$ cat config.mk
export PLATFORM = sky130hd
export DESIGN_NAME = dmem_port_arbiter
export DESIGN_NICKNAME = d
export VERILOG_FILES = /design/src/rtl/dmem_port_arbiter.sv
export SDC_FILE = /design/constraint.sdc
export NUM_CORES = 1
export LEC_CHECK = 0
export CAP_MARGIN = 40
export CORE_AREA = 3 3 115 117
export DETAILED_ROUTE_END_ITERATION = 7
export DIE_AREA = 0 0 118 120
export PLACE_DENSITY = 0.75
export SLEW_MARGIN = 15
export SYNTH_ARGS = -nofsm -noshare
export SYNTH_HDL_FRONTEND = slang
export SYNTH_SLANG_ARGS = --single-unit
$ cat constraint.sdc
create_clock -name clk -period 3 [get_ports clk]
set_input_delay 0.6 -clock clk [delete_from_list [all_inputs] [get_ports clk]]
set_output_delay 0.6 -clock clk [all_outputs]
set_load 0.02 [all_outputs]
$ cat src/rtl/dmem_port_arbiter.sv
// dmem_port_arbiter: round-robin share of the single Data_Memory port between the core and a DMA/loader
// Grant is combinational in the request cycle; read data, rvalid and align_err are registered.
module dmem_port_arbiter #(
  parameter int AW = 32,
  parameter int DW = 32
) (
  input  logic          clk,
  input  logic          rst,
  input  logic          core_req,
  input  logic          core_we,
  input  logic [AW-1:0] core_addr,
  input  logic [DW-1:0] core_wd,
  output logic          core_gnt,
  output logic          core_rvalid,
  output logic [DW-1:0] core_rd,
  output logic          core_stall,
  input  logic          dma_req,
  input  logic          dma_we,
  input  logic [AW-1:0] dma_addr,
  input  logic [DW-1:0] dma_wd,
  output logic          dma_gnt,
  output logic          dma_rvalid,
  output logic [DW-1:0] dma_rd,
  output logic [AW-1:0] mem_A,
  output logic          mem_WE,
  output logic [DW-1:0] mem_WD,
  input  logic [DW-1:0] mem_RD,
  output logic          align_err
);
  logic last_dma, core_win, dma_win, any_win, win_we, aligned;
  // on a tie the requester that did not own the port last time wins
  always_comb begin
    core_win   = rst & core_req & (~dma_req | last_dma);
    dma_win    = rst & dma_req & (~core_req | ~last_dma);
    any_win    = core_win | dma_win;
    mem_A      = dma_win ? dma_addr : core_addr;
    mem_WD     = dma_win ? dma_wd : core_wd;
    win_we     = dma_win ? dma_we : core_we;
    aligned    = mem_A[1:0] == 2'b00;
    mem_WE     = any_win & win_we & aligned;
    core_gnt   = core_win;
    dma_gnt    = dma_win;
    core_stall = rst & core_req & ~core_win;
  end
  always_ff @(posedge clk or negedge rst)
    if (!rst) begin
      last_dma    <= 1'b1;
      core_rvalid <= 1'b0;
      dma_rvalid  <= 1'b0;
      align_err   <= 1'b0;
      core_rd     <= '0;
      dma_rd      <= '0;
    end else begin
      if (any_win) last_dma <= dma_win;
      core_rvalid <= core_win & ~core_we;
      dma_rvalid  <= dma_win & ~dma_we;
      align_err   <= any_win & ~aligned;
      if (core_win & ~core_we) core_rd <= aligned ? mem_RD : '0;
      if (dma_win & ~dma_we) dma_rd <= aligned ? mem_RD : '0;
    end
endmodule

== Word level (Yosys, flattened, before mapping) ==
Index checks and enable logic that the tools add are counted.

* Bits in registers: 68
* Input port bits: 166
* Output and inout bits: 135
* Logic and storage cells: 31

* Muxes and demuxes: 4
* Bitwise logic cells: 20
* Reductions and logical operators: 1

{| class="wikitable"
|+ Operator list
! cell !! count
|-
| $mux 32 || 3
|-
| $and 1x1->1 || 10
|-
| $not 1->1 || 7
|-
| $or 1x1->1 || 3
|-
| $logic_not 2->1 || 1
|-
| $mux 1 || 1
|}

== Longest topological paths before layout ==
Gate-level depths: netlist of the first run.

* Depth in word-level cells: 7
* Depth in mapped cells: 7
* Gate-level depth less buffers: 5

== Worst setup path after synthesis of the first run ==
No wires, ideal clock.

* Kind: input-to-output
* Start point: input port core_req
* End point: output port mem_A[25]
* Data arrival time: 1.586 ns
* Required time: 2.400 ns
* Path slack: 0.814 ns
* Cell stages on the path: 7
* Buffers on the path: 2
* Cells stage by stage: nand2_1 -> nand3_1 -> inv_1 -> buf_2 -> buf_1 -> nand2_1 -> nand2_1

* Cells in the longest elaborated chain, start to end: 4

{| class="wikitable"
|+ Ends and longest elaborated chain
! item !! RTL line !! RTL
|-
| from (decl) || 9 || <nowiki>input logic core_req,</nowiki>
|-
| $not 1->1 || 34 || <nowiki>dma_win = rst & dma_req & (~core_req | ~last_dma);</nowiki>
|-
| $or 1x1->1 || 34 ||
|-
| $and 1x1->1 || 34 ||
|-
| $mux 32 || 36 || <nowiki>mem_A = dma_win ? dma_addr : core_addr;</nowiki>
|-
| to (decl) || 24 || <nowiki>output logic [AW-1:0] mem_A,</nowiki>
|}

No other way between the ends.

== Worst setup path in the final report of the first run ==
* Start point: input port core_req
* End point: output port mem_A[31]

Same word-level chain as after synthesis.

==> run summary, run 1 <==
max incr delay on CP -> 0.63 ns
YS warnings -> 0
post-route insts no fill -> 974
CP startpoint -> core_req
Synth Register Bits -> 68
CP required -> 2.40 ns
CP dominant cell by count -> nand2_1
Clk Latency, worst-skew pair -> 0.32 ns
Tot GR Track Use -> 0.224
CP endpoint kind -> output port
Starting Density -> 0.285
FMAX -> 0.344 GHz
Finished Cell Area -> 7270 um2
crit path cell chain -> clkdlybuf4s50_1 > nand2_1 > nand3_2 > inv_2 > buf_4 > nand2_1 > nand2_1 > clkdlybuf4s50_1
die outline width -> 118 um
Reg2Reg Setup Slack -> 1.14 ns
clock sinks -> 68
Clk pwr share -> 0.334
Placed Area -> 6790 um2
register area share after synthesis -> 0.480
Final Hold Viols -> 0
CTS clk-pin slew, worst paths -> 0.06 ns
Sw Pwr -> 0.00103 W
root buf cell -> clkbuf_16
I/O Buffers -> 300
Row Count -> 41
average size of a mapped cell -> 7.00 um2
routability cong. -> 0.866
maximum vdd drop -> 0.000319 V
Post-CTS Setup Repair Bufs -> 0
leak pwr -> 3.74 nW
Final Slew Violations -> 0
Worst path slowest cell -> clkdlybuf4s50_1
post-route ant nets -> 0
# DRC -> 0
Internal -> 0.00234 W
vias in the first global route -> 4,259
die height -> 120 um
Least-Margin Pin Slew -> 0.434 ns
Boundary Pins -> 301
total die area -> 14,200 um2
via count -> 4,334
Netlist Area Pre-Place -> 3550 um2
DR iter-0 viols -> 283
Worst Skew -> 0.00488 ns
DP Wirelength -> 12.5 mm
endpoints failing setup -> 0
Syn Inst Count -> 507
initial antenna violation count -> 1
Pre-antenna DRT Iters -> 5
CTS tree -> done
largest net degree at the start of global routing -> 66
max_slew headroom -> 0.711
Max FO, Critical Path -> 5
RSZ-0062 raised after global routing -> false
reg-to-reg startpoint -> last_dma$_DFFE_PN1P_
Reg power frac -> 0.322
Tmin final -> 2.91 ns
worst min path class -> input port to asynchronous set/reset pin
Worst EP arrival -> 2.31 ns
first-pass GRT wire length -> 24.8 mm
Mapped Nets -> 673
Core ar. -> 12,500 um2
total negative slack -> 0 ns
Max Root-Sink Buffers -> 2
Area Overhead vs Synth -> 105%
Distinct cells, synth -> 20
total gr overflow -> 0
Combinational Power Share -> 0.344
Sw Ratio -> 0.306
P per Cell Area -> 465 nW/um2
H-tree Lvls -> 3
# nets final -> 963
Vias/cell -> 4.45
Ant. Diodes -> 0
share of layout cells above drive strength 1 -> 0.0486
Worst Setup Path Type -> input port to output port
MaxCap Viol Count -> 0
placed insts -> 958
wire per inst -> 16.8 um
Startpoint Class -> input port
outcome -> completed
final wirelength -> 16.4 mm
Tcrit/Tclk final -> 0.969
total CTS buffers -> 9
-- what timing repair did --
action,4_1_cts,5_1_grt
gates resized for setup,0,62
endpoints found under the setup margin,0,62
hold buffers,0,0
-- power by group through the flow --
stage / sequential (W) / clock [W] / combinational, W
final: 0.00109 / 0.00113 / 0.00116
after global routing: 0.00110 / 0.00119 / 0.00124
after CTS: 0.00109 / 0.00115 / 0.00119
after detailed placement: 0.00110 / 0 / 0.00118
after global placement: 0.00110 / 0 / 0.00118
after floorplan: 0.00123 / 0 / 0.000328
-- path summary, 6_finish.rpt --
check,end,depth (start not counted)
worst max-delay path,mem_A[31],8
worst min-delay path,dma_rd[2]$_DFFE_PN0P_,2
worst max register to register,core_rd[6]$_DFFE_PN0P_,6
worst min register to register,core_rd[27]$_DFFE_PN0P_,2
max in group asynchronous,core_rd[6]$_DFFE_PN0P_,3
min in group clk,core_rd[27]$_DFFE_PN0P_,2
-- final cells by class --
class,count,area (um2)
clock inverters,7,98.8
fillers,1141,5200
well taps,172,215
repair buffers,313,3320
flip-flops and latches,68,1700
inverters,34,133
clock buffers,9,225
multi-input cells,371,1570
-- layout by cell type (no fill, tap or decap), drive strengths merged, types with 2 or more instances in the layout --
cell type      synthesis  layout
nand2                261     261
nand3                 35      35
nor2                   2       2
inv                   33      34
bufinv                 0       2
o21ai                 65      65
dfrtp                 67      67
dlymetal6s2s           0      62
clkdlybuf4s50          0     235
buf                   19      16
nor2b                  2       2
nor3b                  2       2
clkinv                 1       4
clkbuf                15       9
-- synthesized netlist by cell type --
cell      count  area [um2]
buf_2        13        65.1
a21oi_1       1        5.00
nor3b_1       2        15.0
nand2b_1      1        6.26
inv_1        33         124
o21ai_0      36         180
clkbuf_1     12        45.0
dfstp_2       1        26.3
buf_1         3        11.3
nand3_1      35         175
nor2b_1       2        12.5
o21ai_1      29         145
clkbuf_2      3        15.0
buf_6         3        33.8
nor2_1        2        7.51
clkinv_4      1        8.76
mux2i_1       1        10.0
dfrtp_1      67        1680
or3b_1        1        8.76
nand2_1     261         980
-- flip-flops by register name, summed over array words and instances, names as in the netlist --
signal,flops
dma_rd,32
last_dma,1
core_rd,32
dma_rvalid,1
align_err,1
core_rvalid,1
-- logic make-up after synthesis --
family	share of synthesized area
simple gates	0.339
flops	0.480
buf+inv	0.0853
compound gates	0.0930
mux	0.00282
-- through the flow --
step	setup slack (ns)	hold slack [ns]	power, W	util
floorplan	0.814	0.304	0.00156	-
global placement	0.00554	0.464	0.00228	0.543
detailed placement	0.0251	0.474	0.00228	0.545
CTS	0.0127	0.355	0.00343	0.571
global route	0.00584	0.383	0.00353	0.583
finish	0.0930	0.344	0.00338	0.583
-- layer usage --
layer / share of wire / wire length, um / GRT usage / vias up
met3: 0.088 / 1440 / 0.0782 / 20
met5: 0.00043 / 7 / 0 / -
met2: 0.48 / 7780 / 0.360 / 187
met4: 0.014 / 231 / 0.0520 / 2
met1: 0.42 / 6910 / 0.291 / 1971
li1: - / - / - / 2154
-- worst max-delay path: cells and delay by family --
kind,cells,cell delay [ns]
buf+inv,4,1.35
simple gates,4,0.36
(Power assumes the default switching activity.)
==> inputs of run 2 (changes only) <==
--- a/config.mk
+++ b/config.mk
@@ -9,6 +9,7 @@
 export CORE_AREA = 3 3 115 117
 export DETAILED_ROUTE_END_ITERATION = 7
 export DIE_AREA = 0 0 118 120
+export MAX_ROUTING_LAYER = met4
 export PLACE_DENSITY = 0.75
 export SLEW_MARGIN = 15
 export SYNTH_ARGS = -nofsm -noshare
==> run 2 against run 1 <==
  * Core utilization about the same
  * Largest power group unchanged
  * Non-clock buffer count did not move
  * Critical endpoint unchanged
  * Clock power barely moved
==> run summary, run 2 (synthesis results as in run 1) <==
routability cong. -> 0.880
I/O Buffers -> 300
Worst EP arrival -> 2.31 ns
maximum vdd drop -> 0.000319 V
MaxCap Viol Count -> 0
H-tree Lvls -> 3
die height -> 120 um
commonest non-fill, non-tap cell in the layout -> nand2_1
Vias/cell -> 4.45
FMAX -> 0.344 GHz
Max FO, Critical Path -> 5
Tcrit/Tclk final -> 0.970
Startpoint Class -> input port
endpoints failing setup -> 0
Storage cell area -> 1700 um2
Post-CTS Setup Repair Bufs -> 0
total die area -> 14,200 um2
Worst Setup Path Type -> input port to output port
Pre-antenna DRT Iters -> 7
total CTS buffers -> 9
wire per inst -> 16.8 um
via count -> 4,335
CTS clk-pin slew, worst paths -> 0.06 ns
Finished Cell Area -> 7270 um2
RSZ-0062 raised after global routing -> false
biggest regs -> core_rd (32), dma_rd (32)
largest net degree at the start of global routing -> 66
leak pwr -> 3.74 nW
CP required -> 2.40 ns
clock sinks -> 68
FILL cells -> 1,139
die outline width -> 118 um
# nets final -> 963
Final Hold Viols -> 0
CTS tree -> done
outcome -> completed
DR iter-0 viols -> 263
Tmin final -> 2.91 ns
# DRC -> 0
CP endpoint kind -> output port
Multi-input gate area -> 1570 um2
share of layout cells above drive strength 1 -> 0.0486
Final Slew Violations -> 0
initial antenna violation count -> 1
Core ar. -> 12,500 um2
Starting Density -> 0.285
total negative slack -> 0 ns
Placed Area -> 6790 um2
post-route ant nets -> 0
DP Wirelength -> 12.5 mm
root buf cell -> clkbuf_16
Area Overhead vs Synth -> 105%
vias in the first global route -> 4,264
Tot GR Track Use -> 0.230
commonest cells after routing, fill and taps aside -> 261 x nand2_1, 235 x clkdlybuf4s50_1, 67 x dfrtp_1
Max Root-Sink Buffers -> 2
total gr overflow -> 0
Worst Skew -> 0.00726 ns
Clk Latency, worst-skew pair -> 0.32 ns
Least-Margin Pin Slew -> 0.435 ns
hold_buf cts -> 0
P per Cell Area -> 464 nW/um2
Row Count -> 41
final wirelength -> 16.4 mm
first-pass GRT wire length -> 24.8 mm
Boundary Pins -> 301
max_slew headroom -> 0.710
worst min path class -> input port to asynchronous set/reset pin
Final Core Density -> 0.583
## run 2: cell types whose count changed in the layout (fill, tap and decap cells not counted)
cell,change
diode_2,+1
## run 2: worst paths after layout
kind                                         from                       to  slack, ns  cells after the start
hold reg to reg            core_rd[6]$_DFFE_PN0P_   core_rd[6]$_DFFE_PN0P_       0.48                      2
max in group asynchronous                     rst  core_rd[26]$_DFFE_PN0P_       2.12                      3
setup / recovery                         core_req                mem_A[31]       0.09                      8
hold / removal                                rst    dma_rd[2]$_DFFE_PN0P_       0.35                      2
min in group clk           core_rd[6]$_DFFE_PN0P_   core_rd[6]$_DFFE_PN0P_       0.48                      2
setup reg to reg             last_dma$_DFFE_PN1P_   core_rd[6]$_DFFE_PN0P_       1.13                      6
## run 2: final cells by class
class	instances	area share
Inverter	34	0.0182
Clock inverter	7	0.0136
Sequential cell	68	0.234
Timing Repair Buffer	313	0.457
Multi-Input combinational cell	371	0.216
Antenna cell	1	0.000344
Clock buffer	9	0.0310
Tap cell	172	0.0296
## run 2: power by group
group | total (W) | internal [W] | switching [W] | leakage (nW)
sequential | 0.00108 | 0.00103 | 0.0000583 | 0.914
clock | 0.00113 | 0.000731 | 0.000396 | 0.156
combinational | 0.00116 | 0.000587 | 0.000576 | 2.68
total | 0.00338 | 0.00234 | 0.00103 | 3.74
## run 2: routing by layer
metal | global-route usage | up-vias | share of wire
met3 | 0.0730 | 17 | 0.085
li1 | - | 2157 | -
met1 | 0.296 | 1973 | 0.43
met5 | - | - | 0
met2 | 0.361 | 188 | 0.47
met4 | 0.0476 | 0 | 0.014
## run 2: repair_timing
action / CTS / global route
endpoints found under the setup margin: 0 / 62
gates resized for setup: 0 / 62
hold endpoints to repair: 0 / 0
## run 2: per-stage QoR
stage          hold WS, ns  instances  setup WS (ns)  total power (W)
4_1_cts              0.355        974         0.0127          0.00343
5_1_grt              0.381        975        0.00584          0.00353
2_1_floorplan        0.304        507          0.814          0.00156
3_3_place_gp         0.464        957        0.00554          0.00228
3_5_place_dp         0.474        958         0.0251          0.00228
6_report             0.346        975         0.0914          0.00338
## run 2: critical path: stages
cell             delay [ns]
clkdlybuf4s50_1        0.42
nand2_1                0.10
nand3_2                0.16
inv_2                  0.15
buf_4                  0.15
nand2_1                0.05
nand2_1                0.05
clkdlybuf4s50_1        0.63
==> inputs of run 3 (changes only) <==
--- a/config.mk
+++ b/config.mk
@@ -9,6 +9,7 @@
 export CORE_AREA = 3 3 115 117
 export DETAILED_ROUTE_END_ITERATION = 7
 export DIE_AREA = 0 0 118 120
+export HOLD_SLACK_MARGIN = 0.06
 export MAX_ROUTING_LAYER = met4
 export PLACE_DENSITY = 0.75
 export SLEW_MARGIN = 15
==> results of run 3 <==
Same layout as run 2: the final DEF is identical, and so are final timing and power.
